`config.mk`:
```
export PLATFORM = sky130hd
export DESIGN_NAME = hazard_scoreboard_flat
export DESIGN_NICKNAME = d
export VERILOG_FILES = /design/src/rtl/hazard_scoreboard_if.sv /design/src/rtl/hazard_scoreboard.sv /design/src/flat_wrapper.sv
export SDC_FILE = /design/constraint.sdc
export NUM_CORES = 1
export LEC_CHECK = 0
export ABC_AREA = 0
export BUFFER_PORTS_ARGS = -buffer_cell sky130_fd_sc_hd__clkbuf_2
export CAP_MARGIN = 15
export CORE_MARGIN = 1.5
export CORE_UTILIZATION = 45
export CTS_BUF_LIST = sky130_fd_sc_hd__clkbuf_8
export DETAILED_ROUTE_END_ITERATION = 7
export GPL_ROUTABILITY_DRIVEN = 0
export PLACE_DENSITY = 0.68
export SLEW_MARGIN = 40
export SYNTH_ARGS = -nofsm -noshare
export SYNTH_HDL_FRONTEND = slang
export SYNTH_SLANG_ARGS = --single-unit
```
`constraint.sdc`:
```
create_clock -name clk -period 3.85 [get_ports clk]
set_input_delay 0.385 -clock clk [delete_from_list [all_inputs] [get_ports clk]]
set_output_delay 0.385 -clock clk [all_outputs]
set_load 0.05 [all_outputs]
```
`src/rtl/hazard_scoreboard_if.sv`:
```
// ---------------------------------------------------------------------------
// hazard_scoreboard_if
// Purpose : bundles the DE-stage instruction fields and the hazard-unit
//           responses exchanged between the pipeline and hazard_scoreboard.
// Ports   : master - pipeline side; drives the DE fields and branch_taken_ex,
//                    receives stall_fd / clr / flush_fd / busy_vec / stall_cnt.
//           slave  - hazard unit side; the reverse directions.
// ---------------------------------------------------------------------------
interface hazard_scoreboard_if #(
  parameter int REG_W  = 5,
  parameter int PERF_W = 16
);
  localparam int NREGS = 2**REG_W;

  logic              valid_de;
  logic [REG_W-1:0]  rs1_de;
  logic [REG_W-1:0]  rs2_de;
  logic              rs1_use_de;
  logic              rs2_use_de;
  logic [REG_W-1:0]  rd_de;
  logic              RFwr_de;
  logic              DMrd_de;
  logic              branch_taken_ex;
  logic              stall_fd;
  logic              clr;
  logic              flush_fd;
  logic [NREGS-1:0]  busy_vec;
  logic [PERF_W-1:0] stall_cnt;

  modport master (
    output valid_de, rs1_de, rs2_de, rs1_use_de, rs2_use_de,
           rd_de, RFwr_de, DMrd_de, branch_taken_ex,
    input  stall_fd, clr, flush_fd, busy_vec, stall_cnt
  );

  modport slave (
    input  valid_de, rs1_de, rs2_de, rs1_use_de, rs2_use_de,
           rd_de, RFwr_de, DMrd_de, branch_taken_ex,
    output stall_fd, clr, flush_fd, busy_vec, stall_cnt
  );
endinterface

```
`src/rtl/hazard_scoreboard.sv`:
```
// ---------------------------------------------------------------------------
// hazard_scoreboard
// Purpose : load-use hazard unit between DE and EX. Each architectural
//           register has a down-counter that is loaded with LOAD_LAT when a
//           load targeting it issues; a DE instruction reading a register
//           whose counter is non-zero is stalled. A taken branch in EX
//           flushes IF/DE and bubbles DE/EX, overriding any stall.
// Ports   : clk      - clock, rising edge
//           rst      - synchronous active-high reset
//           hs       - slave modport of hazard_scoreboard_if
//                      (DE fields in; stall_fd, clr, flush_fd, busy_vec,
//                       stall_cnt out)
// ---------------------------------------------------------------------------
module hazard_scoreboard #(
  parameter int REG_W    = 5,
  parameter int LOAD_LAT = 1,
  parameter int CNT_W    = 4,
  parameter int PERF_W   = 16
) (
  input logic                clk,
  input logic                rst,
  hazard_scoreboard_if.slave hs
);
  localparam int NREGS = 2**REG_W;
  localparam logic [CNT_W-1:0] LOAD_SET = CNT_W'(LOAD_LAT);

  logic [CNT_W-1:0]  cnt [NREGS];
  logic [NREGS-1:0]  busy;
  logic [PERF_W-1:0] stall_cnt_q;
  logic              src1_busy;
  logic              src2_busy;
  logic              haz;
  logic              stall;
  logic              issue;

  // x0 is never tracked, so its busy bit is tied low regardless of cnt[0]
  always_comb begin
    busy = '0;
    for (int r = 1; r < NREGS; r++) begin
      busy[r] = (cnt[r] != '0);
    end
  end

  assign src1_busy = hs.rs1_use_de && (hs.rs1_de != '0) && busy[hs.rs1_de];
  assign src2_busy = hs.rs2_use_de && (hs.rs2_de != '0) && busy[hs.rs2_de];
  assign haz       = hs.valid_de && (src1_busy || src2_busy);

  // the flush wins: a wrong-path instruction in DE must not be held
  assign stall = haz && !hs.branch_taken_ex;
  assign issue = hs.valid_de && !stall && !hs.branch_taken_ex;

  assign hs.stall_fd  = !rst && stall;
  assign hs.flush_fd  = !rst && hs.branch_taken_ex;
  assign hs.clr       = !rst && (stall || hs.branch_taken_ex);
  assign hs.busy_vec  = rst ? '0 : busy;
  assign hs.stall_cnt = stall_cnt_q;

  always_ff @(posedge clk) begin
    if (rst) begin
      for (int r = 0; r < NREGS; r++) begin
        cnt[r] <= '0;
      end
      stall_cnt_q <= '0;
    end else begin
      cnt[0] <= '0;
      for (int r = 1; r < NREGS; r++) begin
        // a new producer of r replaces whatever is pending on it; an ALU
        // producer is forwarded, so it clears the wait entirely
        if (issue && hs.RFwr_de && (hs.rd_de == REG_W'(r))) begin
          cnt[r] <= hs.DMrd_de ? LOAD_SET : '0;
        end else if (cnt[r] != '0) begin
          cnt[r] <= cnt[r] - CNT_W'(1);
        end
      end
      if (stall && (stall_cnt_q != '1)) begin
        stall_cnt_q <= stall_cnt_q + PERF_W'(1);
      end
    end
  end
endmodule

```
`src/flat_wrapper.sv`:
```
// flat-port wrapper written by rule: the top's interface ports become plain ports
module hazard_scoreboard_flat 
#(
  parameter int REG_W    = 5,
  parameter int LOAD_LAT = 1,
  parameter int CNT_W    = 4,
  parameter int PERF_W   = 16
)
  (clk, rst, hs_valid_de, hs_rs1_de, hs_rs2_de, hs_rs1_use_de, hs_rs2_use_de, hs_rd_de, hs_RFwr_de, hs_DMrd_de, hs_branch_taken_ex, hs_stall_fd, hs_clr, hs_flush_fd, hs_busy_vec, hs_stall_cnt);
  hazard_scoreboard_if #(.REG_W(REG_W), .PERF_W(PERF_W)) hs_i ();
  input logic clk;
  input logic rst;
  input wire logic [$bits(hs_i.valid_de)-1:0] hs_valid_de;
  input wire logic [$bits(hs_i.rs1_de)-1:0] hs_rs1_de;
  input wire logic [$bits(hs_i.rs2_de)-1:0] hs_rs2_de;
  input wire logic [$bits(hs_i.rs1_use_de)-1:0] hs_rs1_use_de;
  input wire logic [$bits(hs_i.rs2_use_de)-1:0] hs_rs2_use_de;
  input wire logic [$bits(hs_i.rd_de)-1:0] hs_rd_de;
  input wire logic [$bits(hs_i.RFwr_de)-1:0] hs_RFwr_de;
  input wire logic [$bits(hs_i.DMrd_de)-1:0] hs_DMrd_de;
  input wire logic [$bits(hs_i.branch_taken_ex)-1:0] hs_branch_taken_ex;
  output wire logic [$bits(hs_i.stall_fd)-1:0] hs_stall_fd;
  output wire logic [$bits(hs_i.clr)-1:0] hs_clr;
  output wire logic [$bits(hs_i.flush_fd)-1:0] hs_flush_fd;
  output wire logic [$bits(hs_i.busy_vec)-1:0] hs_busy_vec;
  output wire logic [$bits(hs_i.stall_cnt)-1:0] hs_stall_cnt;
  assign hs_i.valid_de = hs_valid_de;
  assign hs_i.rs1_de = hs_rs1_de;
  assign hs_i.rs2_de = hs_rs2_de;
  assign hs_i.rs1_use_de = hs_rs1_use_de;
  assign hs_i.rs2_use_de = hs_rs2_use_de;
  assign hs_i.rd_de = hs_rd_de;
  assign hs_i.RFwr_de = hs_RFwr_de;
  assign hs_i.DMrd_de = hs_DMrd_de;
  assign hs_i.branch_taken_ex = hs_branch_taken_ex;
  assign hs_stall_fd = hs_i.stall_fd;
  assign hs_clr = hs_i.clr;
  assign hs_flush_fd = hs_i.flush_fd;
  assign hs_busy_vec = hs_i.busy_vec;
  assign hs_stall_cnt = hs_i.stall_cnt;
  hazard_scoreboard #(.REG_W(REG_W), .LOAD_LAT(LOAD_LAT), .CNT_W(CNT_W), .PERF_W(PERF_W)) u_core (.clk(clk), .rst(rst), .hs(hs_i));
endmodule
```
# [Word-level counts from Yosys, hierarchy flattened]
# Memories as Yosys holds them, arrays and structs flattened.
# Index checks and enable logic that the tools add are counted.
[word_totals] register_bits=16 mem_bits_rw=128 output_inout_bits=51 elab_cells=502 mem_count=1
[classes] addsub=32 order_cmp=2 n_eq_ne=32 n_mux=289 bitwise=63 n_reduce_logical=82
[memory_table] memory="u_core.cnt" depth=32 width=4 rd=31 rd_ports_with_merged_regs=0 write_ports=32 line_no="hazard_scoreboard.sv:27" text="logic [CNT_W-1:0] cnt [NREGS];"
[op_table] op="4-bit two-way mux" n=63
[op_table] op="1-bit two-way mux" n=223
[op_table] op="4-bit nonzero test" n=31
[op_table] op="4-bit by 1-bit subtractor with 4-bit output (second input constant)" n=31
[op_table] op="5-bit == test (second input constant)" n=16
[op_table] op="1-bit bitwise OR" n=63
[op_table] op="1-bit logical AND" n=44
[op_table] op="5-bit by 4-bit == test with 1-bit output (second input constant)" n=8
[op_table] op="32-bit two-way mux" n=1
[op_table] op="5-bit by 3-bit == test with 1-bit output (second input constant)" n=4
[op_table] op="16-bit by 1-bit adder with 16-bit output (second input constant)" n=1
[op_table] op="16-bit inequality test (second input constant)" n=1
[op_table] op="5-bit by 6-bit less-than comparator with 1-bit output (second input constant)" n=2
[op_table] op="1-bit binary-select mux with 5-bit select" n=2
[op_table] op="5-bit by 2-bit == test with 1-bit output (second input constant)" n=2
[op_table] op="5-bit nonzero test" n=2
[op_table] op="5-bit by 1-bit == test with 1-bit output (second input constant)" n=1
[op_table] op="1-bit zero test" n=3
[op_table] op="1-bit logical OR" n=2

# [Depth between registers and ports, before layout]
# Gate-level depths: netlist of the first run.
# An unclocked memory read counts as a cell.
[logic_depth] ltp_word=18 depth_mapped=12 mapped_depth_nobuf=10

# [Worst setup path before layout of the first run]
# OpenSTA, ideal clock, no wires.
[synth_path] path_type="reg-to-output" start="mem u_core.cnt[2][0] (netlist: u_core.cnt[0][8])" end="out hs_stall_fd" arrival_ns=3.123 required_ns=3.465 slack_ns=0.342 stages_incl_launch_ff=11 n_path_buf=1 path_cell_list="edfxtp_1 > inv_1 > ha_1 > nor3b_2 > mux4_2 > a221oi_1 > o41a_1 > a31oi_4 > and2_0 > clkbuf_1 > nor3_1"
[synth_rtl] element="from (decl)" line_no="hazard_scoreboard.sv:27"
[synth_rtl] element="to (decl)" line_no="flat_wrapper.sv:22" text="output wire logic [$bits(hs_i.stall_fd)-1:0] hs_stall_fd;"

==> results of run 1 <==
## power groups by stage
stage	Clock (W)	Sequential, W	Combinational, W
6_report	0.00120	0.00295	0.00374
5_1_grt	0.00127	0.00302	0.00415
4_1_cts	0.00123	0.00293	0.00367
3_5_place_dp	0	0.00296	0.00365
3_3_place_gp	0	0.00294	0.00361
2_1_floorplan	0	0.00286	0.00277
## timing repair
action                                  4_1_cts  5_1_grt
cloned                                        0        2
gates resized for setup                       1       10
endpoints found under the setup margin        1        2
pin swaps                                     0        2
buffers inserted                              0        4
## per-stage QoR
step | worst slack, ps | util (%) | std cells
final | 173 | 53.4 | 1218
after detailed placement | 260 | 50.7 | 1180
after global routing | -3.78 | 53.4 | 1218
after CTS | 27.2 | 52.7 | 1212
after floorplan | 342 | - | 844
after global placement | 297 | 50.7 | 1180
## cell type report
class                           instances  area [sq um]  area share [%]
Multi-Input combinational cell        600          4380            43.4
Sequential cell                       140          4040            40.1
Timing Repair Buffer                  112           677            6.71
Tap cell                              260           325            3.22
Inverter                               74           278            2.75
Clock buffer                           17           234            2.32
Clock inverter                         15           158            1.56
## per-layer routing
| layer | vias to the layer above | part of all wire (%) | wire, um |
|---|---|---|---|
| met5 | - | 0 | 0 |
| met3 | 29 | 6.6 | 1390 |
| met4 | 0 | 2.3 | 491 |
| li1 | 3303 | - | - |
| met1 | 3212 | 45 | 9410 |
| met2 | 219 | 46 | 9730 |
## flip-flops by register name (all words and copies together), names as in the netlist
name,cells
u_core.cnt,124
u_core.hs.stall_cnt,16
## worst paths after layout
kind / start / slack (ps) / endpoint
max: u_core.cnt[1][8] / 170 / hs_stall_fd
min: hs_valid_de / 490 / u_core.hs.stall_cnt[15]
max reg2reg: u_core.cnt[1][8] / 190 / u_core.cnt[0][6]
min reg2reg: u_core.hs.stall_cnt[3] / 500 / u_core.hs.stall_cnt[3]
## logic make-up after synthesis
| logic type | Yosys count |
|---|---|
| AO/OA/AOI/OAI | 115 |
| XOR/XNOR | 66 |
| adder cells (fa/ha/maj) | 32 |
| buffers and inverters | 106 |
| flip-flops | 140 |
| multiplexers | 34 |
| other | 1 |
| AND/OR/NAND/NOR | 350 |
## critical path, stage by stage (launching register included)
cell and delay [ps]:
edfxtp_1 420, inv_1 80, ha_1 190, nor3b_4 290
mux2i_1 120, a311o_1 360, o311a_1 450, a2bb2oi_4 260
and2_1 330, nor3_1 70, clkbuf_2 260
## cells in the final DEF (no fill, tap or decap), types with 13 or more instances in the layout
cell type    n
inv_1       76
nand2_1     28
nor2b_1     14
nor4_1      22
nor3b_1     14
ha_1        32
xnor2_1     64
clkbuf_2    71
clkbuf_8    17
nor2_1     114
nor3_1      53
nand3_1     13
o211ai_1    15
edfxtp_1   124
dfxtp_1     16
buf_4       38
mux2i_1     23
==> results.sh, run 1 <==
export IMPL_syn_to_final_growth_pct=15.4
export IMPL_routed_wl_mm=21.0
export IMPL_outcome="completed"
export IMPL_dieArea_sq_um=20300
export IMPL_fp_row_count=50
export IMPL_yosysTopAreaCell="edfxtp_1"
export IMPL_dp_hpwl_mm=15.3
export IMPL_worst_slew_pin_transition_ps=713
export IMPL_cts_root_buf="clkbuf_8"
export IMPL_synth_cell_types=74
export IMPL_vias=6763
export IMPL_critPathRequiredTime_ps=3460
export IMPL_antenna_found_initial=0
export IMPL_leakage_nw=3.86
export IMPL_cts_buffer_depth=2
export IMPL_p_int_w=0.00473
export IMPL_power_w=0.00789
export IMPL_synth_area_leaders="edfxtp_1 43%, xnor2_1 6.4%, nor2_1 4.9%, ha_1 4.6%, dfxtp_1 3.7%"
export IMPL_grt_pass1_vias=6412
export IMPL_cap_violations=0
export IMPL_synth_nets=899
export IMPL_synth_edf_count=124
export IMPL_hold_class="primary input to register"
export IMPL_switching_share_pct=40.1
export IMPL_viasPerCell=5.55
export IMPL_syn_inst=844
export IMPL_netlist_area_leader_share_pct=42.6
export IMPL_ant_nets=0
export IMPL_netlist_top_cells_count="124 x edfxtp_1, 114 x nor2_1, 74 x inv_1"
export IMPL_use_met2_pct=33.7
export IMPL_slew_violations=0
export IMPL_grt_max_degree=83
export IMPL_yosys_area_share_simple_pct=22.4
export IMPL_power_density_nw_per_um2=782
export IMPL_timing_fmax_mhz=272
export IMPL_setup_violations_final=0
export IMPL_p_comb_share_pct=47.4
export IMPL_grtUsageTotal_pct=21.3
export IMPL_clk_pin_slew_ps=80
export IMPL_htreeDepth=4
export IMPL_drive_above_1_share_pct=21.0
export IMPL_met1_usage_pct=28.9
export IMPL_fin_worst_skew_ps=12.8
export IMPL_cp_max_fo=7
export IMPL_syn_avg_cell_area_sq_um=10.4
export IMPL_antenna_cells=0
export IMPL_portBuffers=72
export IMPL_hold_buffers=0
export IMPL_placed_area_sq_um=9570
export IMPL_synth_fa_ha_area_share_pct=4.58
export IMPL_clkSinkCount=140
export IMPL_n_fill_cell=1734
export IMPL_netlist_area_sq_um=8740
export IMPL_synthArstFlopShare_pct=0
export IMPL_synth_xor_area_share_pct=6.61
export IMPL_worstPathArrival_ps=3290
export IMPL_synth_compound_area_share_pct=11.1
export IMPL_yosysSeqAreaShare_pct=46.3
export IMPL_die_h_um=142
export IMPL_whs_path_depth=5
export IMPL_end_kind="output port"
export IMPL_pwr_share_seq_pct=37.3
export IMPL_crit_path_start_kind="register"
export IMPL_ys_warn_count=0
export IMPL_finalHoldViolations=0
export IMPL_setup_tns_final_ps=0
export IMPL_power_switching_w=0.00317
export IMPL_drt_pre_antenna_iters=5
export IMPL_yosysMostFrequentCell="edfxtp_1"
export IMPL_synth_area_mux_share_pct=4.18
export IMPL_met3_usage_pct=4.74
export IMPL_peakVddDrop_uv=304
export IMPL_clockPowerShare_pct=15.2
export IMPL_die_width_um=142
export IMPL_detail_route_wl_per_cell_um=17.3
export IMPL_busiest_layer="met2"
export IMPL_cts_inserted_buffers=17
export IMPL_ys_flop_type="edfxtp_1"
export IMPL_grt_pass1_wl_mm=33.3
export IMPL_final_nets=1000
export IMPL_drc=0
export IMPL_core_area_sq_um=18900
export IMPL_slew_headroom_pct=52.4
export IMPL_path_class="register to output port"
export IMPL_finalCritPeriodShare_pct=95.5
export IMPL_reg2reg_depth=12
export IMPL_ioPinCount=74
export IMPL_ys_ff_latch=140
export IMPL_holdWs_ps=487
export IMPL_drtIter0Drc=527
export IMPL_period_needed_ps=3680
export IMPL_synth_top_family_by_area="simple AND/OR/NAND/NOR gates"
export IMPL_clk_latency_ps=450
export IMPL_tritoncts="built"
export IMPL_grt_overflow=0
export IMPL_stdcell_area_sq_um=10100
export IMPL_start_util_pct=46.3
Power figures use the tool's default switching activity.
==> run 2: changes to the inputs <==
==> constraint.sdc (replaced) <==
create_clock -name clk -period 4.06 [get_ports clk]
set_input_delay 0.406 -clock clk [delete_from_list [all_inputs] [get_ports clk]]
set_output_delay 0.406 -clock clk [all_outputs]
set_load 0.05 [all_outputs]
==> run 2 against run 1 <==
Combinational power decreased by 7.5%. Utilization is 0.73 points lower. Non-clock buffer count is 12 lower. Critical endpoint is now hs_clr. Highest routed layer unchanged.
==> results.sh, run 2 (synthesized netlist as in run 1, its figures left out) <==
export IMPL_outcome="completed"
export IMPL_setup_violations_final=0
export IMPL_min_delay_start="hs_branch_taken_ex"
export IMPL_routed_wl_mm=21.0
export IMPL_drc=0
export IMPL_viasPerCell=5.56
export IMPL_peakVddDrop_uv=376
export IMPL_leakage_nw=3.81
export IMPL_setup_tns_final_ps=0
export IMPL_vias=6693
export IMPL_cts_root_buf="clkbuf_8"
export IMPL_largest_reg_flops=124
export IMPL_whs_endpoint="u_core.hs.stall_cnt[12]"
export IMPL_rsz0062_at_grt="no"
export IMPL_grt_overflow=0
export IMPL_cap_violations=0
export IMPL_antenna_cells=0
export IMPL_fin_worst_skew_ps=14.7
export IMPL_ff2ff_setup_slack_ps=380
export IMPL_cp_max_fo=9
export IMPL_holdWs_ps=489
export IMPL_worstPathArrival_ps=3470
export IMPL_final_nets=986
export IMPL_cts_resized=0
export IMPL_clkSinkCount=140
export IMPL_cp_top_family="compound AO/OA/AOI/OAI gates"
export IMPL_die_h_um=142
export IMPL_fp_row_count=50
export IMPL_final_cell_mix="124 x edfxtp_1, 114 x nor2_1, 75 x inv_1, 72 x clkbuf_2, 64 x xnor2_1"
export IMPL_start_util_pct=46.3
export IMPL_grtUsageTotal_pct=21.6
export IMPL_portBuffers=72
export IMPL_top_register="u_core.cnt"
export IMPL_drtIter0Drc=478
export IMPL_finalCritPeriodShare_pct=95.5
export IMPL_worst_slew_pin_transition_ps=862
export IMPL_grt_pass1_wl_mm=33.8
export IMPL_critPathRequiredTime_ps=3650
export IMPL_clk_latency_ps=460
export IMPL_cts_inserted_buffers=17
export IMPL_finalHoldViolations=0
export IMPL_slew_violations=0
export IMPL_cp_slowest_stage_delay_ps=470
export IMPL_n_fill_cell=1748
export IMPL_timing_fmax_mhz=258
export IMPL_grt_pass1_vias=6451
export IMPL_cts_buffer_depth=2
export IMPL_die_width_um=142
export IMPL_final_common_cell="edfxtp_1"
export IMPL_hold_class="primary input to register"
export IMPL_ioPinCount=74
export IMPL_reg2reg_depth=10
export IMPL_htreeDepth=4
export IMPL_slew_headroom_pct=42.4
export IMPL_post_place_ws_ps=436
export IMPL_grt_max_degree=83
export IMPL_tritoncts="built"
export IMPL_path_class="register to output port"
export IMPL_r2r_end="u_core.cnt[0][24]"
export IMPL_end_kind="output port"
export IMPL_dieArea_sq_um=20300
export IMPL_ant_nets=0
export IMPL_drive_above_1_share_pct=19.9
export IMPL_syn_to_final_growth_pct=13.9
export IMPL_drt_pre_antenna_iters=4
export IMPL_power_density_nw_per_um2=752
export IMPL_slowest_stage="o41a_1"
export IMPL_path_cells="inv_1 -> ha_1 -> nor3b_1 -> mux2_2 -> nor4b_1 -> o41a_1 -> a31oi_4 -> nand2_1 -> a21oi_1 -> nor2_1 -> clkbuf_2"
export IMPL_whs_path_depth=5
export IMPL_setup_ws_ps=184
export IMPL_worst_path_buf_inv=2
export IMPL_dp_hpwl_mm=15.6
export IMPL_crit_path_start_kind="register"
export IMPL_hold_buffers=0
export IMPL_detail_route_wl_per_cell_um=17.5
export IMPL_clk_pin_slew_ps=80
export IMPL_period_needed_ps=3880
export IMPL_core_area_sq_um=18900
export IMPL_antenna_found_initial=0
export IMPL_r2r_start="u_core.cnt[0][48]"
export IMPL_post_cts_setup_buffers=0
-- run 2: worst reg2reg max path: stages (launching register included) --
cell and delay, ps:
edfxtp_1 440, inv_1 90, ha_1 180, nor3b_1 450, mux2_2 260, nor4b_1 50, o41a_1 470, a31oi_4 350
nand3_4 360, nor3_2 420, mux2_1 360
-- run 2: final cells by class --
class / instances / area, sq um / share of cell area (%)
clock inverter: 15 / 198 / 1.99
clock buffer: 17 / 234 / 2.35
sequential: 140 / 4040 / 40.6
multi-input combinational: 598 / 4290 / 43.1
tap: 260 / 325 / 3.27
inverter: 74 / 278 / 2.79
timing repair buffer: 100 / 587 / 5.90
-- run 2: layer usage --
| layer | vias to the layer above | share of wire [%] | global-route usage, % |
|---|---|---|---|
| met1 | 3178 | 44 | 28.5 |
| met4 | 0 | 2.1 | 8.08 |
| met5 | - | 0 | 0 |
| met2 | 216 | 47 | 34.9 |
| met3 | 35 | 6.3 | 4.91 |
| li1 | 3264 | - | - |
-- run 2: stage by stage --
stage	instance area [sq um]	util (%)	total power, W	instances
5_1_grt	9950	52.7	0.00801	1204
6_report	9950	52.7	0.00749	1204
4_1_cts	9940	52.6	0.00752	1204
2_1_floorplan	8740	-	0.00534	844
3_5_place_dp	9510	50.3	0.00625	1172
3_3_place_gp	9510	50.3	0.00618	1172
-- run 2: worst max path at each step --
stage / start / end / slack (ps) / cells after the start
after global placement: u_core.cnt[0][60] / u_core.cnt[0][16] / 510 / 10
after detailed placement: u_core.cnt[0][48] / u_core.cnt[0][24] / 440 / 10
after floorplan: u_core.cnt[0][8] / hs_stall_fd / 530 / 10
after global routing: u_core.cnt[1][29] / hs_clr / 10 / 11
final: u_core.cnt[0][48] / hs_clr / 180 / 11
after CTS: u_core.cnt[0][12] / hs_clr / 180 / 11
-- run 2: power breakdown --
part	leakage (nW)	internal, W	switching (W)
Clock	0.217	0.000668	0.000571
Combinational	2.08	0.00143	0.00203
Sequential	1.52	0.00238	0.000405
Total	3.81	0.00448	0.00301
